===== src/rtl/phase_comp_cal_sequencer_if.sv =====
// -----------------------------------------------------------------------------
// phase_comp_cal_sequencer_if
// Pin bundle between the calibration sequencer and the 16-lane, 2-bit
// phase-compensation control block.
//   enable          : tracking enable to the controlled block
//   en_mid          : lane-7 update enable
//   freeze[15:0]    : per-lane freeze
//   reg_write_readb : 1 = load access, 0 = read access
//   reg_num[3:0]    : lane select for the register access
//   reg_load_data   : value written on a load access
//   reg_read_data   : readback of lane reg_num (combinational in the block)
// Modports: master = sequencer side, slave = controlled-block side.
// -----------------------------------------------------------------------------
interface phase_comp_cal_sequencer_if;
    logic        enable;
    logic        en_mid;
    logic [15:0] freeze;
    logic        reg_write_readb;
    logic [3:0]  reg_num;
    logic [1:0]  reg_load_data;
    logic [1:0]  reg_read_data;

    modport master (
        output enable, en_mid, freeze, reg_write_readb, reg_num, reg_load_data,
        input  reg_read_data
    );

    modport slave (
        input  enable, en_mid, freeze, reg_write_readb, reg_num, reg_load_data,
        output reg_read_data
    );
endinterface


===== src/rtl/phase_comp_cal_sequencer.sv =====
// -----------------------------------------------------------------------------
// phase_comp_cal_sequencer
// Calibration sequencer for the 16-lane, 2-bit phase-compensation block.
// On start it loads init_code into every lane, then enables round-robin
// tracking and reads each lane once per round. A lane freezes once its code
// has stayed unchanged for stable_rounds rounds; the run ends when all lanes
// are frozen or the round budget (max_rounds, 0 = 256) runs out.
//
// Ports:
//   clk, resetb      : clock, asynchronous active-low reset
//   start_i          : one-cycle start pulse (accepted in IDLE or DONE)
//   abort_i          : level, forces IDLE; overrides everything else
//   init_code_i      : code loaded into every lane
//   max_rounds_i     : tracking round budget, 0 = 256
//   stable_rounds_i  : unchanged rounds needed to freeze, 0 = never freeze
//   busy_o / done_o  : in INIT or TRACK / in DONE
//   timeout_o        : in DONE, 1 = budget expired before all lanes froze
//   pc               : control/register-access pins of the controlled block
//
// Build option: define PHASE_COMP_SEQ_DITHER_EN to treat an A-B-A dither
// (read equal to the code before the last one) as an unchanged code.
// -----------------------------------------------------------------------------
module phase_comp_cal_sequencer #(
    parameter int MID_START = 4
) (
    input  logic       clk,
    input  logic       resetb,
    input  logic       start_i,
    input  logic       abort_i,
    input  logic [1:0] init_code_i,
    input  logic [7:0] max_rounds_i,
    input  logic [3:0] stable_rounds_i,
    output logic       busy_o,
    output logic       done_o,
    output logic       timeout_o,
    phase_comp_cal_sequencer_if.master pc
);
    typedef enum logic [1:0] {S_IDLE, S_INIT, S_TRACK, S_DONE} state_t;

    localparam logic [8:0] MID_START_W = 9'(MID_START);

    state_t      state_q, state_d;
    logic [3:0]  lane_q, lane_d;
    logic [8:0]  round_q, round_d;   // 9 bits so a 256-round budget fits
    logic        timeout_q, timeout_d;
    logic [15:0] freeze_q, freeze_d;

    logic [15:0][1:0] last_all;
    logic [15:0][3:0] stab_all;
    logic [1:0]  rd_val;
    logic [1:0]  last_cur;
    logic [3:0]  stab_cur;
    logic        same;
    logic [3:0]  stab_new;
    logic        frz_new;
    logic        init_wr;
    logic        track_upd;
    logic [15:0] freeze_hit;
    logic        all_frozen;
    logic [8:0]  budget;
    logic        budget_hit;

    assign rd_val   = pc.reg_read_data;
    assign last_cur = last_all[lane_q];
    assign stab_cur = stab_all[lane_q];

`ifdef PHASE_COMP_SEQ_DITHER_EN
    logic [15:0][1:0] prev2_all;
    logic [1:0]  prev2_cur;
    logic [1:0]  prev2_new;
    logic        exact;
    assign prev2_cur = prev2_all[lane_q];
    assign exact     = (rd_val == last_cur);
    assign same      = exact || (rd_val == prev2_cur);
    // On a dither hit last/prev2 swap; on a change the history shifts.
    // Either way the new "last" is the value just read.
    assign prev2_new = exact ? prev2_cur : last_cur;
`else
    assign same      = (rd_val == last_cur);
`endif

    assign stab_new   = !same ? 4'd0 : ((stab_cur == 4'd15) ? 4'd15 : stab_cur + 4'd1);
    assign frz_new    = (stable_rounds_i != 4'd0) && (stab_new >= stable_rounds_i);
    // Abort suppresses this cycle's lane update so freeze is held as it was.
    assign init_wr    = (state_q == S_INIT)  && !abort_i;
    assign track_upd  = (state_q == S_TRACK) && !abort_i;
    assign freeze_hit = (track_upd && frz_new) ? (16'd1 << lane_q) : 16'd0;
    assign all_frozen = &(freeze_q | freeze_hit);
    assign budget     = (max_rounds_i == 8'd0) ? 9'd256 : {1'b0, max_rounds_i};
    assign budget_hit = (lane_q == 4'd15) && ((round_q + 9'd1) == budget);

    // Per-lane history registers.
    for (genvar gi = 0; gi < 16; gi++) begin : g_lane
        logic       sel;
        logic [1:0] last_q;
        logic [3:0] stab_q;
        assign sel = (lane_q == 4'(gi));
        always_ff @(posedge clk or negedge resetb) begin
            if (!resetb) begin
                last_q <= 2'd0;
                stab_q <= 4'd0;
            end else if (sel && init_wr) begin
                last_q <= init_code_i;
                stab_q <= 4'd0;
            end else if (sel && track_upd) begin
                last_q <= rd_val;
                stab_q <= stab_new;
            end
        end
        assign last_all[gi] = last_q;
        assign stab_all[gi] = stab_q;
`ifdef PHASE_COMP_SEQ_DITHER_EN
        logic [1:0] prev2_q;
        always_ff @(posedge clk or negedge resetb) begin
            if (!resetb) begin
                prev2_q <= 2'd0;
            end else if (sel && init_wr) begin
                prev2_q <= init_code_i;
            end else if (sel && track_upd) begin
                prev2_q <= prev2_new;
            end
        end
        assign prev2_all[gi] = prev2_q;
`endif
    end

    always_ff @(posedge clk or negedge resetb) begin
        if (!resetb) begin
            state_q   <= S_IDLE;
            lane_q    <= 4'd0;
            round_q   <= 9'd0;
            timeout_q <= 1'b0;
            freeze_q  <= 16'd0;
        end else begin
            state_q   <= state_d;
            lane_q    <= lane_d;
            round_q   <= round_d;
            timeout_q <= timeout_d;
            freeze_q  <= freeze_d;
        end
    end

    always_comb begin
        state_d   = state_q;
        lane_d    = lane_q;
        round_d   = round_q;
        timeout_d = timeout_q;
        freeze_d  = freeze_q | freeze_hit;
        if (abort_i) begin
            state_d   = S_IDLE;
            lane_d    = 4'd0;
            timeout_d = 1'b0;
        end else begin
            case (state_q)
                S_IDLE, S_DONE: begin
                    if (start_i) begin
                        state_d   = S_INIT;
                        lane_d    = 4'd0;
                        round_d   = 9'd0;
                        timeout_d = 1'b0;
                        freeze_d  = 16'd0;
                    end
                end
                S_INIT: begin
                    lane_d = lane_q + 4'd1;   // wraps to 0 after lane 15
                    if (lane_q == 4'd15) state_d = S_TRACK;
                end
                S_TRACK: begin
                    lane_d = lane_q + 4'd1;
                    if (lane_q == 4'd15) round_d = round_q + 9'd1;
                    if (all_frozen) begin
                        state_d   = S_DONE;
                        lane_d    = 4'd0;
                        timeout_d = 1'b0;
                    end else if (budget_hit) begin
                        state_d   = S_DONE;
                        lane_d    = 4'd0;
                        timeout_d = 1'b1;
                    end
                end
                default: state_d = S_IDLE;
            endcase
        end
    end

    assign pc.enable          = (state_q == S_TRACK);
    assign pc.en_mid          = (state_q == S_TRACK) && (round_q >= MID_START_W);
    assign pc.freeze          = freeze_q;
    assign pc.reg_write_readb = (state_q == S_INIT);
    assign pc.reg_num         = lane_q;
    assign pc.reg_load_data   = (state_q == S_INIT) ? init_code_i : 2'd0;
    assign busy_o             = (state_q == S_INIT) || (state_q == S_TRACK);
    assign done_o             = (state_q == S_DONE);
    assign timeout_o          = timeout_q;
endmodule

===== src/flat_wrapper.sv =====
// flat-port wrapper written by rule: the top's interface ports become plain ports
module phase_comp_cal_sequencer_flat 
#(
    parameter int MID_START = 4
)
  (clk, resetb, start_i, abort_i, init_code_i, max_rounds_i, stable_rounds_i, busy_o, done_o, timeout_o, pc_enable, pc_en_mid, pc_freeze, pc_reg_write_readb, pc_reg_num, pc_reg_load_data, pc_reg_read_data);
  phase_comp_cal_sequencer_if pc_i ();
  input  logic clk;
  input  logic resetb;
  input  logic start_i;
  input  logic abort_i;
  input  logic [1:0] init_code_i;
  input  logic [7:0] max_rounds_i;
  input  logic [3:0] stable_rounds_i;
  output logic busy_o;
  output logic done_o;
  output logic timeout_o;
  output wire logic [$bits(pc_i.enable)-1:0] pc_enable;
  output wire logic [$bits(pc_i.en_mid)-1:0] pc_en_mid;
  output wire logic [$bits(pc_i.freeze)-1:0] pc_freeze;
  output wire logic [$bits(pc_i.reg_write_readb)-1:0] pc_reg_write_readb;
  output wire logic [$bits(pc_i.reg_num)-1:0] pc_reg_num;
  output wire logic [$bits(pc_i.reg_load_data)-1:0] pc_reg_load_data;
  input wire logic [$bits(pc_i.reg_read_data)-1:0] pc_reg_read_data;
  assign pc_enable = pc_i.enable;
  assign pc_en_mid = pc_i.en_mid;
  assign pc_freeze = pc_i.freeze;
  assign pc_reg_write_readb = pc_i.reg_write_readb;
  assign pc_reg_num = pc_i.reg_num;
  assign pc_reg_load_data = pc_i.reg_load_data;
  assign pc_i.reg_read_data = pc_reg_read_data;
  phase_comp_cal_sequencer #(.MID_START(MID_START)) u_core (.clk(clk), .resetb(resetb), .start_i(start_i), .abort_i(abort_i), .init_code_i(init_code_i), .max_rounds_i(max_rounds_i), .stable_rounds_i(stable_rounds_i), .busy_o(busy_o), .done_o(done_o), .timeout_o(timeout_o), .pc(pc_i));
endmodule

===== config.mk =====
export PLATFORM = sky130hd
export DESIGN_NAME = phase_comp_cal_sequencer_flat
export DESIGN_NICKNAME = d
export VERILOG_FILES = /design/src/rtl/phase_comp_cal_sequencer_if.sv /design/src/rtl/phase_comp_cal_sequencer.sv /design/src/flat_wrapper.sv
export SDC_FILE = /design/constraint.sdc
export NUM_CORES = 1
export LEC_CHECK = 0
export BUFFER_PORTS_ARGS = -buffer_cell sky130_fd_sc_hd__buf_2
export CAP_MARGIN = 20
export CORE_ASPECT_RATIO = 1.4
export CORE_MARGIN = 3
export CORE_UTILIZATION = 53
export CTS_CLUSTER_DIAMETER = 200
export DETAILED_ROUTE_END_ITERATION = 7
export PLACE_DENSITY = 0.82
export SLEW_MARGIN = 20
export SYNTH_ARGS = -nofsm -noshare
export SYNTH_HDL_FRONTEND = slang
export SYNTH_SLANG_ARGS = --single-unit

===== constraint.sdc =====
create_clock -name clk -period 14.1 [get_ports clk]
set_clock_uncertainty 0.2 [all_clocks]
set_input_delay 2.82 -clock clk [delete_from_list [all_inputs] [get_ports clk]]
set_output_delay 2.82 -clock clk [all_outputs]
set_load 0.01 [all_outputs]

==> results of run 1 <==
[worst max-delay path, delay by kind of cell]
family	cells	cell delay, ps
buf+inv	2	250
simple gates	1	150
[cell type report]
type / count / area (µm²) / area share (%)
tap: 150 / 188 / 2.51
sequential: 128 / 3200 / 42.8
clock inverter: 13 / 106 / 1.42
timing repair buffer: 51 / 268 / 3.58
multi-input combinational: 439 / 3200 / 42.8
clock buffer: 19 / 443 / 5.92
inverter: 19 / 71.3 / 0.953
[registers in the layout, summed over array words and instances, names as in the netlist]
| register | cells |
|---|---|
| u_core.pc.reg_num | 4 |
| u_core.g_lane.last_q | 32 |
| u_core.state_q | 2 |
| u_core.pc.freeze | 16 |
| u_core.timeout_o | 1 |
| u_core.g_lane.stab_q | 64 |
| u_core.round_q | 9 |
[metal layers]
metal / track usage, % / share of wire [%] / wire length [µm]
met5: 0 / 0 / 0
met1: 30.4 / 39 / 6260
met2: 39.8 / 51 / 8230
met4: 10.8 / 3.3 / 527
met3: 5.74 / 7.0 / 1140
[layout by cell type (no fill, tap or decap), types with 5 or more instances in the layout]
cell and instances:
nor2_1 32, ha_1 16, buf_2 46, nor4_1 6
nand2_1 109, inv_1 18, a21oi_1 10, and3_1 5
clkbuf_16 17, o21ai_0 73, clkinv_4 5, xor2_1 5
nand3_1 14, o31ai_1 22, mux4_1 13, dfrtp_1 128
a31oi_1 6, o21ai_2 10, and2_1 16, mux4_2 16
buf_4 5, mux2_2 13, a41oi_1 12, xnor2_1 10
[cell families after synthesis]
group           Yosys count
simple gates            212
compound gates          149
flops                   128
buf+inv                  61
mux                      45
xor+xnor                 17
fa+ha+maj                16
[worst min path at each step]
| stage | depth (start not counted) | end | start | slack [ps] |
|---|---|---|---|---|
| finish | 2 | u_core.g_lane[8].stab_q[3] | u_core.g_lane[8].stab_q[3] | 280 |
| global route | 2 | u_core.g_lane[4].stab_q[3] | u_core.g_lane[4].stab_q[3] | 290 |
| CTS | 2 | u_core.g_lane[5].stab_q[3] | u_core.g_lane[5].stab_q[3] | 280 |
| detailed placement | 2 | u_core.g_lane[5].stab_q[3] | u_core.g_lane[5].stab_q[3] | 260 |
| global placement | 2 | u_core.g_lane[14].stab_q[3] | u_core.g_lane[14].stab_q[3] | 250 |
| floorplan | 2 | u_core.g_lane[11].stab_q[2] | u_core.g_lane[11].stab_q[2] | 240 |
[power by group through the flow]
stage                     Combinational [mW]  Sequential [mW]  Clock [mW]
after floorplan                        0.183            0.400           0
after global routing                   0.261            0.396       0.426
final                                  0.238            0.394       0.405
after detailed placement               0.233            0.400           0
after CTS                              0.235            0.394       0.410
after global placement                 0.224            0.399           0
[stage by stage]
step                hold WS, ps  utilization (%)  total power, mW
floorplan                   240                -            0.582
global placement            252             56.0            0.623
detailed placement          263             56.0            0.633
CTS                         275             60.4             1.04
global route                295             60.5             1.08
finish                      276             60.5             1.04
==> results.py, run 1 <==
metrics = {
    "status": {
        "outcome": "finished clean",
    },
    "run": {
        "drv_cap": 0,
    },
    "route": {
        "vias_per_cell": 6.26,
        "wire_per_inst_um": 19.7,
        "drc": 0,
        "num_vias": 5127,
        "drt_iter0_drc": 384,
        "wl_mm": 16.2,
        "drtPass1Iterations": 5,
        "postRouteAntennaNets": 0,
    },
    "power_and_ir_drop": {
        "p_sw_share_pct": 32.6,
        "p_int_mw": 0.699,
        "powerDensity_mw_per_mm2": 139,
        "power_frac_seq_pct": 38.0,
        "clkPwrFrac_pct": 39.0,
        "power_frac_comb_pct": 23.0,
        "ir_drop_v": 0.0000764,
        "p_switching_mw": 0.338,
        "p_leak_nw": 3.39,
    },
    "setup_path": {
        "reg2reg_slack_ps": 8370,
        "startpoint": "init_code_i[0]",
        "endpoint": "pc_reg_load_data[0]",
        "crit_chain": "buf_2 > and2_1 > buf_2",
        "cp_slowest_cell": "and2_1",
        "worstSetupStartpointType": "primary input",
        "cp.arrival_ps": 3220,
        "worst_setup_path_end_kind": "output pin",
        "crit_top_cell": "buf_2",
        "max_stage_delay_ps": 150,
        "r2r_start": "u_core.pc.reg_num[0]",
        "timing.rr.end": "u_core.state_q[0]",
        "cp.required_ps": 11080,
        "reg2reg_depth": 15,
        "critPathMaxFanout": 3,
        "criticalPathCategory": "primary input to output pin",
    },
    "synth": {
        "yosys-top-cells-count": "dfrtp_1 (128), nand2_1 (109), o21ai_0 (73)",
        "synth_top_family_by_area": "simple AND/OR/NAND/NOR gates",
        "netlist_area_mm2": 0.00671,
        "ys_seq_area_share_pct": 47.7,
        "synthAdderAreaFrac_pct": 2.98,
        "yosysTopAreaCellShare_pct": 47.7,
        "netlist_instances": 628,
        "synthMuxAreaShare_pct": 13.3,
        "synth_area_leader_cell": "dfrtp_1",
        "yosysUniqueCellTypes": 60,
        "synth.net_count": 664,
        "synth_compound_area_share_pct": 14.2,
        "yosys_register_bits": 128,
        "yosys.area_share.simple_pct": 14.6,
        "synthXorXnorAreaFrac_pct": 2.44,
        "synth_edf_count": 0,
        "synthArstFlopShare_pct": 100,
        "synth_most_common_cell": "dfrtp_1",
        "synthTopCellsByArea": "dfrtp_1 (48%), nand2_1 (6.1%), o21ai_0 (5.4%)",
        "synthFlopType": "dfrtp_1",
        "yosys_warnings": 0,
        "avgSynthCellArea_um2": 10.7,
    },
    "die": {
        "die-width_um": 101,
        "initial_core_util_pct": 54.3,
        "dieArea_mm2": 0.0141,
        "placeableCoreArea_mm2": 0.0124,
        "rows": 48,
        "ios": 48,
        "fp.dieH_um": 139,
    },
    "sta": {
        "fin_crit_ps": 6240,
        "final_hold_viol_count": 0,
        "tns_ps": 0,
        "setup_viol": 0,
        "maxSlewViolCount": 0,
        "worst_slew_pin_slew_ps": 955,
        "finalWorstSetupSlack_ps": 7860,
        "slew_headroom_pct": 36.3,
        "rsz0062_at_grt": "false",
        "min_period_over_period_pct": 44.3,
        "max_freq_ghz": 0.160,
    },
    "clock_tree": {
        "numCtsBuffers": 17,
        "cts_tree": "yes",
        "hold_buffers": 0,
        "cts_root_buffer": "clkbuf_16",
        "clkTransAtPathRegs_ps": 60,
        "clk_latency_ps": 420,
        "htreeDepth": 4,
        "clockBufferDepth": 2,
        "cts_resized": 0,
        "postCtsSetupRepairBufs": 0,
        "clkSinkCount": 128,
    },
    "finish": {
        "fillCellCount": 971,
        "fin_cells": 819,
        "finalNetCount": 692,
        "drive_gt1_share_pct": 20.2,
        "areaGrowthSynthToFinish_pct": 11.4,
        "fin_area_mm2": 0.00748,
        "diodes": 0,
    },
    "global_routing": {
        "overflow": 0,
        "grt_usage_pct": 24.3,
        "first_global_vias": 5215,
        "grt_start_max_net_pins": 79,
        "grt_pass1_wl_mm": 26.8,
        "antenna_found_initial": 0,
    },
    "place": {
        "placed_area_mm2": 0.00692,
        "post-place-ws_ps": 7740,
        "hpwl_mm": 10.9,
        "place_congestion": 0.876,
        "port-buffer-count": 47,
        "dp.cells": 787,
    },
    "hold_path": {
        "hold_class": "flip-flop to flip-flop",
    },
}
Note: power is estimated with default switching activity, not from simulation.
==> inputs of run 2 (changes only) <==
PLACE_DENSITY = 0.85   (was 0.82)
clock period = 5.19 ns   (was 14.1 ns; I/O delays follow)
==> results.py, run 2 (synthesis gave the netlist of run 1 again) <==
metrics = {
    "status": {
        "outcome": "finished clean",
    },
    "die": {
        "die-width_um": 101,
        "fp.dieH_um": 139,
        "dieArea_mm2": 0.0141,
        "initial_core_util_pct": 54.3,
        "placeableCoreArea_mm2": 0.0124,
        "ios": 48,
        "rows": 48,
    },
    "global_routing": {
        "overflow": 0,
        "grt_pass1_wl_mm": 28.0,
        "grt_usage_pct": 25.8,
        "grt_start_max_net_pins": 54,
        "first_global_vias": 5329,
        "antenna_found_initial": 0,
    },
    "power_and_ir_drop": {
        "p_sw_share_pct": 32.7,
        "clkPwrFrac_pct": 39.1,
        "powerDensity_mw_per_mm2": 383,
        "power_frac_comb_pct": 23.6,
        "total_power_mw": 2.89,
        "power_frac_seq_pct": 37.2,
        "p_int_mw": 1.95,
        "ir_drop_v": 0.000189,
        "p_leak_nw": 3.42,
        "p_switching_mw": 0.945,
    },
    "route": {
        "drc": 0,
        "drtPass1Iterations": 7,
        "postRouteAntennaNets": 0,
        "wl_mm": 17.4,
        "num_vias": 5382,
        "dr.max_layer_used": "met4",
        "met2WireLength_mm": 8.54,
        "vias_per_cell": 6.54,
        "met1_length_mm": 6.40,
        "wl_met3_mm": 1.43,
        "wire_per_inst_um": 21.1,
        "drt_iter0_drc": 486,
    },
    "sta": {
        "fin_crit_ps": 4960,
        "setup_viol": 0,
        "whs_ps": 281,
        "slew_headroom_pct": 31.7,
        "finalWorstSetupSlack_ps": 228,
        "min_period_over_period_pct": 95.6,
        "final_hold_viol_count": 0,
        "max_freq_ghz": 0.202,
        "worst_slew_pin_slew_ps": 996,
        "maxSlewViolCount": 0,
        "tns_ps": 0,
    },
    "place": {
        "place_congestion": 0.894,
        "dp.cells": 791,
        "hpwl_mm": 11.4,
        "placed_area_mm2": 0.00698,
        "port-buffer-count": 47,
        "post-place-ws_ps": 171,
    },
    "finish": {
        "drive_gt1_share_pct": 20.8,
        "fin_area_mm2": 0.00755,
        "final_util_pct": 61.0,
        "fin_cells": 823,
        "layout_common_cells": "dfrtp_1 (128), nand2_1 (109), o21ai_0 (72), buf_2 (46), nor2_1 (32)",
        "regMostFlops": "u_core.g_lane.stab_q",
        "areaGrowthSynthToFinish_pct": 12.4,
        "largest_register_ffs": 64,
        "layout_commonest_cell": "dfrtp_1",
        "finalNetCount": 696,
        "diodes": 0,
    },
    "run": {
        "drv_cap": 0,
    },
    "setup_path": {
        "criticalPathCategory": "flip-flop to flip-flop",
        "critPathMaxFanout": 31,
        "reg2reg_slack_ps": 230,
        "worst_setup_path_end_kind": "flip-flop",
        "max_stage_delay_ps": 660,
        "crit_chain": "buf_12 > mux4_4 > mux4_2 > ha_1 > o2111ai_2 > inv_1 > ha_1 > o21ai_0 > nand2_1 > a41oi_1 > nor4_1 > and4_1 > o21ai_1 > or3_1 > o31ai_1",
        "cp.arrival_ps": 5070,
        "cp_slowest_cell": "mux4_4",
        "worstSetupStartpointType": "flip-flop",
        "cp.required_ps": 5300,
        "crit_top_cell": "ha_1",
    },
    "clock_tree": {
        "clkSinkCount": 128,
        "cts_root_buffer": "clkbuf_16",
        "clk_latency_ps": 420,
        "postCtsSetupRepairBufs": 0,
        "numCtsBuffers": 17,
        "cts_tree": "yes",
        "clockBufferDepth": 2,
        "clkTransAtPathRegs_ps": 60,
        "htreeDepth": 4,
    },
    "hold_path": {
        "hold_class": "flip-flop to flip-flop",
    },
}
run 2: cell types whose count changed in the layout (fill, tap and decap cells not counted), sizes merged:
| cell | before | now |
|---|---|---|
| clkbuf | 19 | 17 |
| clkinv | 6 | 8 |
| buf | 51 | 55 |
| inv | 23 | 22 |
| bufinv | 0 | 1 |
run 2: cell type report:
| class | count | area [µm²] |
|---|---|---|
| Inverter | 19 | 71.3 |
| Multi-Input combinational cell | 439 | 3200 |
| Timing Repair Buffer | 55 | 323 |
| Sequential cell | 128 | 3200 |
| Tap cell | 150 | 188 |
| Fill cell | 927 | 4820 |
| Clock inverter | 15 | 138 |
| Clock buffer | 17 | 425 |
run 2: power by group through the flow:
stage	logic (mW)	clock network, mW	registers, mW
2_1_floorplan	0.496	0	1.09
3_3_place_gp	0.629	0	1.09
3_5_place_dp	0.658	0	1.09
4_1_cts	0.669	1.14	1.08
5_1_grt	0.742	1.19	1.08
6_report	0.684	1.13	1.08
run 2: critical path: cells and delay by family, from the launching register on:
family | cells | cell delay, ps
AND/OR/NAND/NOR | 4 | 1400
multiplexers | 2 | 1190
AO/OA/AOI/OAI | 5 | 840
adder cells (fa/ha/maj) | 2 | 550
flip-flops | 1 | 370
buffers and inverters | 2 | 310
run 2: worst paths after layout:
check | startpoint | endpoint | depth (start not counted)
worst max-delay path | u_core.pc.reg_num[0] | u_core.state_q[0] | 15
max in group asynchronous | resetb | u_core.g_lane[13].last_q[1] | 2
min in group asynchronous | resetb | u_core.pc.freeze[0] | 1
worst max register to register | u_core.pc.reg_num[0] | u_core.state_q[0] | 15
worst min register to register | u_core.g_lane[7].stab_q[3] | u_core.g_lane[7].stab_q[3] | 2
worst min-delay path | u_core.g_lane[7].stab_q[3] | u_core.g_lane[7].stab_q[3] | 2
run 2: what timing repair did:
item / 4_1_cts / 5_1_grt
endpoints found under the hold margin: 0 / 0
resized for setup: 0 / 3
endpoints found under the setup margin: 0 / 5
hold buffers: 0 / 0
run 2: layer usage:
| metal | up-vias | global-route usage, % |
|---|---|---|
| met5 | - | 0 |
| met1 | 2645 | 30.7 |
| met4 | 0 | 15.7 |
| met3 | 75 | 7.05 |
| li1 | 2325 | - |
| met2 | 337 | 41.0 |
